File: src/rtl/input_width_transform_if.sv
// ----------------------------------------------------------------------------
// input_width_transform_if
// Word bus between the receive byte packer and the downstream 134-bit
// receive FIFO.
//   ov_data        134  packet word: [133:132] position, [131:128] invalid
//                       bytes, [127:0] data with the first byte at [127:120]
//   o_data_wr        1  ov_data valid, one cycle per word
//   iv_fifo_usedw    7  FIFO fill level in words, returned by the FIFO
// Modports:
//   master  packer side (drives the word, reads the fill level)
//   slave   FIFO side   (takes the word, reports the fill level)
// ----------------------------------------------------------------------------
interface input_width_transform_if;
  logic [133:0] ov_data;
  logic         o_data_wr;
  logic [6:0]   iv_fifo_usedw;

  modport master (
    output ov_data,
    output o_data_wr,
    input  iv_fifo_usedw
  );

  modport slave (
    input  ov_data,
    input  o_data_wr,
    output iv_fifo_usedw
  );
endinterface

File: src/rtl/input_width_transform.sv
// ----------------------------------------------------------------------------
// input_width_transform
// Packs an 8-bit GMII receive byte stream into 134-bit packet words with a
// 2-bit position header (01 head, 00 middle, 10 tail, 11 head+tail) and a
// 4-bit invalid-byte count. Frames are dropped whole when the downstream FIFO
// is too full at their first byte, and truncated beyond MAX_BYTES.
//
// Ports:
//   i_clk                 core clock
//   i_rst                 synchronous active-high reset
//   iv_data               receive byte
//   i_data_wr             byte valid, high for the whole frame
//   iv_syned_global_time  synchronized global time
//   rx_bus (master)       ov_data / o_data_wr out, iv_fifo_usedw in
//   ov_rx_timestamp       arrival time of the current frame
//   o_pkt_drop_pulse      one pulse per frame dropped for lack of FIFO space
//   o_oversize_pulse      one pulse per truncated frame
//
// Optional feature macro: IWT_RX_TIMESTAMP_EN
//   defined     -> arrival time captured at the first byte of an accepted
//                  frame, presented with that frame's head word
//   not defined -> ov_rx_timestamp is constant 0, no timestamp register
// ----------------------------------------------------------------------------
module input_width_transform #(
  parameter int MAX_BYTES   = 1536,
  parameter int DROP_THRESH = 32
) (
  input  logic                          i_clk,
  input  logic                          i_rst,
  input  logic [7:0]                    iv_data,
  input  logic                          i_data_wr,
  input  logic [47:0]                   iv_syned_global_time,
  input_width_transform_if.master       rx_bus,
  output logic [47:0]                   ov_rx_timestamp,
  output logic                          o_pkt_drop_pulse,
  output logic                          o_oversize_pulse
);

  localparam logic [10:0] MAX_LIM  = 11'(MAX_BYTES);
  localparam logic [6:0]  DROP_LIM = 7'(DROP_THRESH);

  typedef enum logic [1:0] {
    IDLE = 2'd0,
    RECV = 2'd1,
    DISC = 2'd2
  } state_t;

  state_t      state;
  logic [10:0] byte_cnt;
  logic [4:0]  lane_cnt;
  logic        head_pend;
  logic        prev_wr;
  logic [7:0]  lanes [16];
  logic [127:0] packed_word;
  logic [4:0]  tail_gap;
  logic [3:0]  tail_inv;

  // Lane 0 is the first byte on the wire and sits at the top of the word.
  always_comb begin
    packed_word = '0;
    for (int i = 0; i < 16; i++) begin
      packed_word[8*(15-i) +: 8] = lanes[i];
    end
    tail_gap = 5'd16 - lane_cnt;
    tail_inv = tail_gap[3:0];
  end

`ifdef IWT_RX_TIMESTAMP_EN
  logic [47:0] ts_sample;
`else
  logic unused_time;
  assign unused_time     = ^iv_syned_global_time;
  assign ov_rx_timestamp = '0;
`endif

  // prev_wr is forced high in reset so a frame still running when reset
  // releases is not mistaken for a new frame start and gets discarded.
  // A full word is held back until the next byte or end-of-frame, so the
  // tail of a 16-byte-multiple frame carries invalid count 0.
  always_ff @(posedge i_clk) begin
    if (i_rst) begin
      state            <= IDLE;
      byte_cnt         <= '0;
      lane_cnt         <= '0;
      head_pend        <= 1'b0;
      prev_wr          <= 1'b1;
      for (int i = 0; i < 16; i++) lanes[i] <= '0;
      rx_bus.ov_data   <= '0;
      rx_bus.o_data_wr <= 1'b0;
      o_pkt_drop_pulse <= 1'b0;
      o_oversize_pulse <= 1'b0;
`ifdef IWT_RX_TIMESTAMP_EN
      ts_sample        <= '0;
      ov_rx_timestamp  <= '0;
`endif
    end else begin
      prev_wr          <= i_data_wr;
      rx_bus.o_data_wr <= 1'b0;
      o_pkt_drop_pulse <= 1'b0;
      o_oversize_pulse <= 1'b0;

      case (state)
        IDLE: begin
          if (i_data_wr) begin
            if (prev_wr) begin
              state <= DISC;
            end else if (rx_bus.iv_fifo_usedw > DROP_LIM) begin
              o_pkt_drop_pulse <= 1'b1;
              state            <= DISC;
            end else begin
              for (int i = 1; i < 16; i++) lanes[i] <= '0;
              lanes[0]  <= iv_data;
              byte_cnt  <= 11'd1;
              lane_cnt  <= 5'd1;
              head_pend <= 1'b1;
              state     <= RECV;
`ifdef IWT_RX_TIMESTAMP_EN
              ts_sample <= iv_syned_global_time;
`endif
            end
          end
        end

        RECV: begin
          if (i_data_wr) begin
            if (byte_cnt == MAX_LIM) begin
              rx_bus.ov_data   <= {head_pend ? 2'b11 : 2'b10, tail_inv, packed_word};
              rx_bus.o_data_wr <= 1'b1;
              o_oversize_pulse <= 1'b1;
              head_pend        <= 1'b0;
              state            <= DISC;
`ifdef IWT_RX_TIMESTAMP_EN
              if (head_pend) ov_rx_timestamp <= ts_sample;
`endif
            end else if (lane_cnt == 5'd16) begin
              rx_bus.ov_data   <= {head_pend ? 2'b01 : 2'b00, 4'd0, packed_word};
              rx_bus.o_data_wr <= 1'b1;
              head_pend        <= 1'b0;
              for (int i = 1; i < 16; i++) lanes[i] <= '0;
              lanes[0]         <= iv_data;
              lane_cnt         <= 5'd1;
              byte_cnt         <= byte_cnt + 11'd1;
`ifdef IWT_RX_TIMESTAMP_EN
              if (head_pend) ov_rx_timestamp <= ts_sample;
`endif
            end else begin
              lanes[lane_cnt[3:0]] <= iv_data;
              lane_cnt             <= lane_cnt + 5'd1;
              byte_cnt             <= byte_cnt + 11'd1;
            end
          end else begin
            rx_bus.ov_data   <= {head_pend ? 2'b11 : 2'b10, tail_inv, packed_word};
            rx_bus.o_data_wr <= 1'b1;
            head_pend        <= 1'b0;
            state            <= IDLE;
`ifdef IWT_RX_TIMESTAMP_EN
            if (head_pend) ov_rx_timestamp <= ts_sample;
`endif
          end
        end

        DISC: begin
          if (!i_data_wr) state <= IDLE;
        end

        default: state <= IDLE;
      endcase
    end
  end

endmodule

File: src/flat_wrapper.sv
// flat-port wrapper written by rule: the top's interface ports become plain ports
module input_width_transform_flat 
#(
  parameter int MAX_BYTES   = 1536,
  parameter int DROP_THRESH = 32
)
  (i_clk, i_rst, iv_data, i_data_wr, iv_syned_global_time, ov_rx_timestamp, o_pkt_drop_pulse, o_oversize_pulse, rx_bus_ov_data, rx_bus_o_data_wr, rx_bus_iv_fifo_usedw);
  input_width_transform_if rx_bus_i ();
  input  logic i_clk;
  input  logic i_rst;
  input  logic [7:0] iv_data;
  input  logic i_data_wr;
  input  logic [47:0] iv_syned_global_time;
  output logic [47:0] ov_rx_timestamp;
  output logic o_pkt_drop_pulse;
  output logic o_oversize_pulse;
  output wire logic [$bits(rx_bus_i.ov_data)-1:0] rx_bus_ov_data;
  output wire logic [$bits(rx_bus_i.o_data_wr)-1:0] rx_bus_o_data_wr;
  input wire logic [$bits(rx_bus_i.iv_fifo_usedw)-1:0] rx_bus_iv_fifo_usedw;
  assign rx_bus_ov_data = rx_bus_i.ov_data;
  assign rx_bus_o_data_wr = rx_bus_i.o_data_wr;
  assign rx_bus_i.iv_fifo_usedw = rx_bus_iv_fifo_usedw;
  input_width_transform #(.MAX_BYTES(MAX_BYTES), .DROP_THRESH(DROP_THRESH)) u_core (.i_clk(i_clk), .i_rst(i_rst), .iv_data(iv_data), .i_data_wr(i_data_wr), .iv_syned_global_time(iv_syned_global_time), .rx_bus(rx_bus_i), .ov_rx_timestamp(ov_rx_timestamp), .o_pkt_drop_pulse(o_pkt_drop_pulse), .o_oversize_pulse(o_oversize_pulse));
endmodule
File: config.mk
export PLATFORM = sky130hd
export DESIGN_NAME = input_width_transform_flat
export DESIGN_NICKNAME = d
export VERILOG_FILES = /design/src/rtl/input_width_transform_if.sv /design/src/rtl/input_width_transform.sv /design/src/flat_wrapper.sv
export SDC_FILE = /design/constraint.sdc
export NUM_CORES = 1
export LEC_CHECK = 0
export CORE_MARGIN = 8
export CORE_UTILIZATION = 50
export DETAILED_ROUTE_END_ITERATION = 10
export HOLD_SLACK_MARGIN = 0.05
export PLACE_DENSITY = 0.88
export SLEW_MARGIN = 20
export SYNTH_ARGS = -nofsm -noshare
export SYNTH_HDL_FRONTEND = slang
export SYNTH_SLANG_ARGS = --single-unit
File: constraint.sdc
create_clock -name i_clk -period 2.77 [get_ports i_clk]
set_input_delay 0.4155 -clock i_clk [delete_from_list [all_inputs] [get_ports i_clk]]
set_output_delay 0.4155 -clock i_clk [all_outputs]
set_load 0.05 [all_outputs]
==> impl_metrics.py, run 1 <==
metrics = {
    "clock_tree": {
        "cts_hold_buf": 0,
        "cts_resized": 0,
        "insertion_delay_ns": 0.54,
        "post_cts_buffers": 3,
        "cts_buffer_depth": 3,
        "clk_pin_slew_ns": 0.06,
        "cts_tree": "yes",
        "cts_buffers": 30,
        "cts.sinks": 285,
        "root_buffer": "clkbuf_16",
        "h-tree-depth": 1,
    },
    "logic_synthesis": {
        "synthTopCellsByCount": "nand2_1, dfxtp_1, a21oi_1",
        "yosys_warnings": 0,
        "synthCells": 1084,
        "synth_ff_type": "dfxtp_1",
        "syn_avg_cell_area_sq_um": 10.3,
        "synth_top_cell_by_area": "edfxtp_1",
        "synthArstFlopShare_pct": 0,
        "seq_area_frac_synth_pct": 62.7,
        "ys_types": 51,
        "yosysMostFrequentCell": "nand2_1",
        "syn_area_sq_mm": 0.0111,
        "synth-seq-cells": 285,
        "synth_area_leaders": "edfxtp_1, dfxtp_1, nand2_1",
        "yosysTopAreaCellShare_pct": 34.5,
        "synth_edf_count": 128,
    },
    "worst_setup_path": {
        "worstSetupPathType": "flop to flop",
        "setup.worst_path.start_class": "flop",
        "regToRegStartpoint": "u_core.lane_cnt[0]$_SDFFE_PP0P_",
        "cpMostUsedCell": "buf_4",
        "slowest_stage": "dfxtp_1",
        "cp_max_fo": 17,
        "r2r-end": "u_core.lanes[13][3]$_SDFFCE_PN0P_",
        "r2r_slack_ns": 0.26,
        "rr_worst_depth": 8,
        "critical_path_required_ns": 2.97,
        "crit_path_end_kind": "flop",
        "slowest_delay_ns": 0.44,
        "cp_cell_sequence": "inv_1 > ha_1 > buf_4 > a31o_2 > nor3_2 > buf_4 > and3_1 > nand2b_1",
        "crit_arrival_ns": 2.71,
    },
    "floorplanning": {
        "die_w_microns": 165,
        "fp-row-count": 54,
        "start_util_pct": 51.1,
        "die_h_microns": 165,
        "core-area_sq_mm": 0.0218,
        "dieArea_sq_mm": 0.0273,
        "io_pins": 251,
    },
    "placement": {
        "dp_cells": 1482,
        "placed_area_sq_mm": 0.0129,
        "post-place-ws_ns": -0.254,
        "portBuffers": 154,
        "gp_congestion": 0.878,
        "post-dp-hpwl_microns": 17400,
    },
    "sta": {
        "final.setup.worst_slack_ns": 0.256,
        "relSlewSlack_pct": 30.8,
        "finalHoldViolCount": 0,
        "setup_viol": 0,
        "rsz0062_at_grt": "false",
        "final_max_slew_viol_count": 0,
        "fin_tns_setup_ns": 0,
        "fin_crit_ns": 2.51,
        "post-route-period-util_pct": 90.8,
        "timing.fmax_mhz": 398,
        "fin_worst_skew_ns": 0.0101,
        "tightest_slew_ns": 1.03,
    },
    "hold_path": {
        "min-delay-path-class": "input pin to flop",
        "worstHoldPathCells": 2,
        "min-delay-start": "i_rst",
        "hold_end": "u_core.state[0]$_SDFFE_PP0P_",
    },
    "global_routing": {
        "grt_first_pass_wirelength_microns": 41800,
        "antenna_found_initial": 0,
        "gr-total-overflow": 0,
        "grt_use_total_pct": 19.3,
        "grt_max_degree": 103,
        "grt_pass1_vias": 7810,
    },
    "route": {
        "drt_first_iter_violations": 465,
        "ant_nets": 0,
        "dr.pass1.iters": 5,
        "vias": 7873,
        "avgRoutedWirePerCell_microns": 17.5,
        "viasPerCell": 5.11,
        "drc_errors": 0,
        "drt_wl_total_microns": 27000,
    },
    "finish": {
        "drive_gt1_share_pct": 7.85,
        "final_cells": 1541,
        "area_delta_synth_final_pct": 25.1,
        "nNetsFinal": 1309,
        "design_area_sq_mm": 0.0139,
        "final_core_util_pct": 63.9,
        "n_antenna_cell": 0,
    },
    "power": {
        "power_density_mw_per_mm2": 643,
        "irDropWorstVdd_uv": 428,
        "leakage_uw": 0.00503,
    },
    "run": {
        "cap_violations": 0,
    },
    "status": {
        "status": "completed",
    },
}
## per-layer routing
metal	part of all wire [%]	global-route usage, %	up-vias
met5	0	0	-
met4	2.8	6.90	0
met3	6.7	3.27	49
met2	51	35.0	254
met1	39	22.6	3737
li1	-	-	3833
## metrics by stage
step | total power (uW) | hold slack [ns]
after global routing | 9230 | 0.269
after global placement | 4980 | 0.438
after floorplan | 4920 | 0.436
final | 8970 | 0.272
after CTS | 9030 | 0.252
after detailed placement | 4990 | 0.444
## sequential cells by signal (all words and copies together) (netlist names)
name                     count
u_core.lane_cnt              5
u_core.state                 2
u_core.lanes               128
u_core.prev_wr               1
u_core.byte_cnt             11
u_core.o_pkt_drop_pulse      1
u_core.rx_bus.ov_data      134
u_core.head_pend             1
u_core.rx_bus.o_data_wr      1
u_core.o_oversize_pulse      1
## report_power, final
part / switching [uW] / leakage (uW) / internal (uW)
Sequential: 28.6 / 0.00259 / 4470
Clock: 1590 / 0.000505 / 2460
Combinational: 343 / 0.00193 / 70.5
Total: 1970 / 0.00503 / 7000
## kinds of logic (layout without fill, tap and decap cells)
kind of cell / after synthesis / after routing / share of synthesized area [%]
simple gates: 486 / 486 / 21.2
flops: 285 / 285 / 62.7
compound gates: 175 / 175 / 8.96
buf+inv: 127 / 257 / 6.12
fa+ha+maj: 6 / 6 / 0.674
xor+xnor: 3 / 3 / 0.236
other cells: 1 / 48 / 0.0336
mux: 1 / 1 / 0.0898
## area by class of cell
type / count / area [sq um]
Clock buffer: 46 / 915
Timing Repair Buffer: 192 / 1860
Multi-Input combinational cell: 719 / 3690
Fill cell: 1651 / 7880
Sequential cell: 285 / 6990
Clock inverter: 10 / 110
Inverter: 9 / 33.8
Tap cell: 280 / 350
## worst max-delay path: cells and delay by family (launching register included)
| kind | cells | cell delay, ns |
|---|---|---|
| flip-flops | 1 | 0.44 |
| adder cells (fa/ha/maj) | 1 | 0.22 |
| buffers and inverters | 3 | 0.50 |
| AO/OA/AOI/OAI | 1 | 0.27 |
| AND/OR/NAND/NOR | 3 | 0.73 |
## how the worst max path moves through the flow
stage                                          startpoint                                end  slack (ns)  cells after the start
after CTS                 u_core.lane_cnt[0]$_SDFFE_PP0P_   u_core.lanes[4][3]$_SDFFCE_PN0P_        0.26                      8
after global placement            rx_bus_iv_fifo_usedw[6]  u_core.lanes[15][2]$_SDFFCE_PN0P_       -0.21                      5
final                     u_core.lane_cnt[0]$_SDFFE_PP0P_  u_core.lanes[13][3]$_SDFFCE_PN0P_        0.26                      8
after detailed placement          rx_bus_iv_fifo_usedw[6]  u_core.lanes[15][4]$_SDFFCE_PN0P_       -0.25                      5
after floorplan           u_core.lane_cnt[0]$_SDFFE_PP0P_       u_core.lanes[0][0]$_DFFE_PP_        0.33                      5
after global routing      u_core.lane_cnt[0]$_SDFFE_PP0P_   u_core.lanes[8][0]$_SDFFCE_PN0P_        0.08                      8
## cell usage in the layout, fill, tap and decap left out, types with 13 or more instances in the layout
cell type	n
nand2_1	275
dfxtp_1	157
clkdlybuf4s50_1	153
a21oi_1	146
and2_1	129
edfxtp_1	128
conb_1	48
buf_4	36
clkbuf_16	33
nand2b_1	15
and3_1	15
nor2_1	13
(Power assumes the default switching activity.)
==> inputs of run 2 (changes only) <==
--- a/config.mk
+++ b/config.mk
@@ -5,12 +5,13 @@
 export SDC_FILE = /design/constraint.sdc
 export NUM_CORES = 1
 export LEC_CHECK = 0
+export ABC_AREA = 1
 export CORE_MARGIN = 8
 export CORE_UTILIZATION = 50
 export DETAILED_ROUTE_END_ITERATION = 10
 export HOLD_SLACK_MARGIN = 0.05
 export PLACE_DENSITY = 0.88
-export SLEW_MARGIN = 20
 export SYNTH_ARGS = -nofsm -noshare
 export SYNTH_HDL_FRONTEND = slang
 export SYNTH_SLANG_ARGS = --single-unit
+export TNS_END_PERCENT = 10
==> run 2 against run 1 <==
Power decreased by 1.5%. Non-clock buffer count fell by 20. Die area up 0.44%. Critical endpoint is now u_core.lanes[14][2]$_SDFFCE_PN0P_.
==> impl_metrics.py, run 2 <==
metrics = {
    "status": {
        "status": "completed",
    },
    "logic_synthesis": {
        "seq_area_frac_synth_pct": 62.4,
        "yosysTopAreaCellShare_pct": 34.3,
        "synth_ff_type": "dfxtp_1",
        "synthArstFlopShare_pct": 0,
        "synthAdderAreaFrac_pct": 0.670,
        "synth_edf_count": 128,
        "synth-simple-area-share_pct": 21.5,
        "syn_area_sq_mm": 0.0112,
        "synth-seq-cells": 285,
        "yosysMostFrequentCell": "nor2_1",
        "synth_top_family_by_area": "simple AND/OR/NAND/NOR gates",
        "synth_top_cell_by_area": "edfxtp_1",
        "yosys.area_share.xor_xnor_pct": 0.156,
        "ys_types": 31,
        "synth.mux.area_fraction_pct": 0,
        "yosys_warnings": 0,
        "syn_avg_cell_area_sq_um": 9.58,
        "synthTopCellsByCount": "nor2_1, dfxtp_1, edfxtp_1",
        "synth_area_leaders": "edfxtp_1, dfxtp_1, nor2_1",
        "synth_compound_area_share_pct": 7.39,
        "synthCells": 1169,
    },
    "clock_tree": {
        "cts_buffers": 28,
        "post_cts_buffers": 0,
        "cts_hold_buf": 0,
        "insertion_delay_ns": 0.53,
        "clk_pin_slew_ns": 0.06,
        "cts.sinks": 285,
        "cts_buffer_depth": 3,
        "cts_resized": 1,
        "cts_tree": "yes",
        "root_buffer": "clkbuf_16",
        "h-tree-depth": 1,
    },
    "finish": {
        "largestRegisters": "u_core.rx_bus.ov_data (134), u_core.lanes (128), u_core.byte_cnt (11)",
        "largest_reg_flops": 134,
        "final_cells": 1612,
        "final_common_cell": "nor2_1",
        "drive_gt1_share_pct": 7.06,
        "final_cell_mix": "nor2_1, dfxtp_1, clkdlybuf4s50_1",
        "nNetsFinal": 1382,
        "fill_cells": 1661,
        "area_delta_synth_final_pct": 21.9,
        "regMostFlops": "u_core.rx_bus.ov_data",
        "n_antenna_cell": 0,
    },
    "power": {
        "leakage_uw": 0.00520,
        "power_density_mw_per_mm2": 647,
        "irDropWorstVdd_uv": 413,
    },
    "global_routing": {
        "grt_max_degree": 134,
        "grt_pass1_vias": 7962,
        "antenna_found_initial": 0,
        "grt_use_total_pct": 18.0,
        "grt_first_pass_wirelength_microns": 41200,
        "gr-total-overflow": 0,
    },
    "sta": {
        "timing.fmax_mhz": 395,
        "final.setup.worst_slack_ns": 0.241,
        "finalHoldViolCount": 0,
        "rsz0062_at_grt": "false",
        "tightest_slew_ns": 1.09,
        "relSlewSlack_pct": 27.7,
        "final_max_slew_viol_count": 0,
        "post-route-period-util_pct": 91.3,
        "fin_crit_ns": 2.53,
        "fin_worst_skew_ns": 0.0113,
        "setup_viol": 0,
    },
    "route": {
        "drt_wl_total_microns": 26100,
        "dr.pass1.iters": 7,
        "ant_nets": 0,
        "viasPerCell": 5.13,
        "avgRoutedWirePerCell_microns": 16.2,
        "vias": 8267,
        "drc_errors": 0,
        "drt_first_iter_violations": 704,
    },
    "worst_setup_path": {
        "worstSetupPathType": "flop to flop",
        "crit_buf_inv": 2,
        "setup.worst_path.start_class": "flop",
        "slowest_delay_ns": 0.56,
        "critPathTopFamily": "simple AND/OR/NAND/NOR gates",
        "crit_path_end_kind": "flop",
        "crit_arrival_ns": 2.71,
        "critical_path_required_ns": 2.95,
        "slowest_stage": "a31oi_4",
        "cp_max_fo": 16,
        "cp_cell_sequence": "inv_1 > ha_1 > nor3b_1 > nand3_1 > nand2_1 > inv_1 > a31oi_4 > nand2_1",
    },
    "floorplanning": {
        "dieArea_sq_mm": 0.0274,
        "core-area_sq_mm": 0.0219,
        "die_h_microns": 166,
        "fp-row-count": 54,
        "start_util_pct": 51.2,
        "io_pins": 251,
        "die_w_microns": 166,
    },
    "run": {
        "cap_violations": 0,
    },
    "placement": {
        "dp_cells": 1560,
        "gp_congestion": 0.863,
        "portBuffers": 154,
        "post-dp-hpwl_microns": 17500,
        "post-place-ws_ns": -0.374,
    },
    "hold_path": {
        "min-delay-path-class": "flop to flop",
    },
}
## run 2: through the flow
step | setup TNS, ns | utilization (%) | instance area [sq um] | hold WS [ns] | total power, uW
3_5_place_dp | -45.36 | 58.1 | 12700 | 0.458 | 5110
5_1_grt | 0 | 62.4 | 13700 | 0.493 | 9070
4_1_cts | 0 | 62.4 | 13700 | 0.473 | 8850
2_1_floorplan | 0 | - | 11400 | 0.436 | 5020
6_report | 0 | 62.4 | 13700 | 0.467 | 8840
3_3_place_gp | -48.18 | 58.1 | 12700 | 0.451 | 5100
## run 2: final cells by class
type                            instances  area (sq um)  area share (%)
Timing Repair Buffer                  172          1700            12.5
Clock inverter                         13           123           0.898
Multi-Input combinational cell        783          3520            25.8
Clock buffer                           39           813            5.96
Sequential cell                       285          6990            51.2
Inverter                               40           154            1.13
Tap cell                              280           350            2.57
## run 2: layer usage
| metal | vias up | global-route usage, % | wire length (microns) |
|---|---|---|---|
| met5 | - | 0 | 0 |
| met3 | 75 | 3.53 | 1930 |
| met4 | 0 | 7.68 | 957 |
| li1 | 3991 | - | - |
| met1 | 3888 | 20.4 | 9880 |
| met2 | 313 | 32.4 | 13300 |
## run 2: logic make-up (layout without fill, tap and decap cells)
logic type,count (synthesis),after routing
flip-flops,285,285
buffers and inverters,148,264
XOR/XNOR,2,2
AO/OA/AOI/OAI,161,161
other,1,48
adder cells (fa/ha/maj),6,6
AND/OR/NAND/NOR,566,566
## run 2: worst paths after layout
kind	endpoint	cells past startpoint	start	slack [ns]
worst max-delay path	u_core.lanes[14][2]$_SDFFCE_PN0P_	8	u_core.byte_cnt[0]$_SDFFE_PP0P_	0.24
worst min-delay path	u_core.rx_bus.ov_data[131]$_SDFFE_PP0P_	2	u_core.rx_bus.ov_data[131]$_SDFFE_PP0P_	0.47
worst min register to register	u_core.rx_bus.ov_data[131]$_SDFFE_PP0P_	2	u_core.rx_bus.ov_data[131]$_SDFFE_PP0P_	0.47
worst max register to register	u_core.lanes[14][2]$_SDFFCE_PN0P_	8	u_core.byte_cnt[0]$_SDFFE_PP0P_	0.24
## run 2: tightest hold or removal path, cell delays in order (launching register included)
cell and delay [ns]:
dfxtp_1 0.31, nand2_1 0.06, a21oi_1 0.05
## run 2: power breakdown
group          internal, uW  leakage (uW)  switching, uW
clock network          2240      0.000468           1570
logic                   104       0.00214            413
registers              4480       0.00259           32.0
==> inputs of run 3 (changes only) <==
--- a/config.mk
+++ b/config.mk
@@ -10,7 +10,7 @@
 export CORE_UTILIZATION = 50
 export DETAILED_ROUTE_END_ITERATION = 10
 export HOLD_SLACK_MARGIN = 0.05
-export PLACE_DENSITY = 0.88
+export PLACE_DENSITY_LB_ADDON = 0.12
 export SYNTH_ARGS = -nofsm -noshare
 export SYNTH_HDL_FRONTEND = slang
 export SYNTH_SLANG_ARGS = --single-unit
==> run 3 against run 2 <==
Register-to-register slack improved by 0.06 ns. Routed wire length decreased by 1.0%. Clock power decreased by 3%. Maximum frequency increased by 2.2%.
==> impl_metrics.py, run 3 (synthesis gave the netlist of run 2 again) <==
metrics = {
    "status": {
        "status": "completed",
    },
    "clock_tree": {
        "cts_buffers": 29,
        "cts_tree": "yes",
        "post_cts_buffers": 0,
        "root_buffer": "clkbuf_16",
        "cts_buffer_depth": 3,
        "h-tree-depth": 1,
        "cts_hold_buf": 0,
        "clk_pin_slew_ns": 0.06,
        "insertion_delay_ns": 0.54,
        "cts.sinks": 285,
        "cts_resized": 0,
    },
    "finish": {
        "nNetsFinal": 1384,
        "drive_gt1_share_pct": 6.89,
        "final_cell_mix": "nor2_1, dfxtp_1, clkdlybuf4s50_1",
        "n_antenna_cell": 0,
        "final_core_util_pct": 62.3,
        "area_delta_synth_final_pct": 21.8,
        "largestRegisters": "u_core.rx_bus.ov_data (134), u_core.lanes (128), u_core.byte_cnt (11)",
        "largest_reg_flops": 134,
        "regMostFlops": "u_core.rx_bus.ov_data",
        "final_common_cell": "nor2_1",
    },
    "placement": {
        "post-dp-hpwl_microns": 17000,
        "portBuffers": 154,
        "gp_congestion": 0.836,
    },
    "route": {
        "ant_nets": 0,
        "avgRoutedWirePerCell_microns": 16.0,
        "dr.pass1.iters": 5,
        "vias": 7931,
        "drt_first_iter_violations": 448,
        "viasPerCell": 4.91,
        "drc_errors": 0,
        "drt_wl_total_microns": 25800,
    },
    "worst_setup_path": {
        "crit_path_end_kind": "flop",
        "setup.worst_path.start_class": "flop",
        "rr_worst_depth": 10,
        "cp_max_fo": 24,
        "critical_path_required_ns": 2.98,
        "crit_arrival_ns": 2.68,
        "worstSetupPathType": "flop to flop",
    },
    "hold_path": {
        "min-delay-path-class": "flop to flop",
        "worstHoldPathCells": 2,
    },
    "sta": {
        "setup_viol": 0,
        "fin_crit_ns": 2.47,
        "fin_worst_skew_ns": 0.0140,
        "tightest_slew_ns": 0.719,
        "fin_tns_setup_ns": 0,
        "finalHoldViolCount": 0,
        "post-route-period-util_pct": 89.3,
        "rsz0062_at_grt": "false",
        "timing.fmax_mhz": 404,
        "whs_ns": 0.471,
        "final_max_slew_viol_count": 0,
        "relSlewSlack_pct": 51.9,
    },
    "floorplanning": {
        "io_pins": 251,
        "fp-row-count": 54,
        "die_h_microns": 166,
        "dieArea_sq_mm": 0.0274,
        "start_util_pct": 51.2,
        "core-area_sq_mm": 0.0219,
        "die_w_microns": 166,
    },
    "power": {
        "irDropWorstVdd_uv": 412,
        "leakage_uw": 0.00519,
        "total_power_uw": 8710,
        "power_density_mw_per_mm2": 639,
    },
    "global_routing": {
        "gr-total-overflow": 0,
        "antenna_found_initial": 1,
        "grt_first_pass_wirelength_microns": 41700,
        "grt_pass1_vias": 7741,
        "grt_max_degree": 135,
        "grt_use_total_pct": 18.3,
    },
    "run": {
        "cap_violations": 0,
    },
}
## run 3: cell count changes in the layout (fill, tap and decap cells not counted)
cell / change
buf_4: -1
buf_12: +2
clkbuf_16: +1
clkinv_1: +1
clkbuf_1: +4
a31oi_4: -1
a31oi_2: +1
clkinv_2: +1
clkinvlp_4: +1
inv_4: -1
bufinv_16: -1
clkbuf_8: -4
## run 3: critical path: stages (launching register included)
cell and delay, ns:
dfxtp_1 0.45, inv_1 0.12, ha_1 0.23, nand2_1 0.11
nor2_4 0.07, nor2_4 0.14, nand3_4 0.11, nor2_4 0.11
buf_12 0.22, nand3_2 0.21, nand2_1 0.35
## run 3: worst paths after layout
check / slack (ns) / to / start
worst max register to register: 0.30 / u_core.lanes[8][0]$_SDFFCE_PN0P_ / u_core.lane_cnt[0]$_SDFFE_PP0P_
worst min-delay path: 0.47 / u_core.rx_bus.ov_data[130]$_SDFFE_PP0P_ / u_core.rx_bus.ov_data[130]$_SDFFE_PP0P_
worst max-delay path: 0.30 / u_core.lanes[8][0]$_SDFFCE_PN0P_ / u_core.lane_cnt[0]$_SDFFE_PP0P_
worst min register to register: 0.47 / u_core.rx_bus.ov_data[130]$_SDFFE_PP0P_ / u_core.rx_bus.ov_data[130]$_SDFFE_PP0P_
## run 3: stage by stage
| step | instances | instance area (sq um) | setup slack [ns] |
|---|---|---|---|
| 6_report | 1615 | 13600 | 0.297 |
| 5_1_grt | 1615 | 13600 | 0.0851 |
| 4_1_cts | 1615 | 13600 | 0.306 |
| 3_5_place_dp | 1561 | 12700 | 0.152 |
| 3_3_place_gp | 1561 | 12700 | 0.180 |
| 2_1_floorplan | 1216 | 11400 | 0.483 |
## run 3: power by group
part           switching [uW]  internal [uW]  total (uW)
clock                    1570           2110        3680
sequential               30.9           4480        4510
combinational             416            108         524
## run 3: layer usage
layer	GRT usage [%]	routed length, microns
met2	30.4	12400
met1	23.9	11400
met4	4.27	344
met3	3.98	1650
met5	0	16
## run 3: cell type report
class | instances | area [sq um]
fillers | 1855 | 8250
clock inverters | 14 | 103
clock buffers | 40 | 798
well taps | 280 | 350
flip-flops and latches | 285 | 6990
inverters | 40 | 154
repair buffers | 173 | 1730
multi-input cells | 783 | 3520
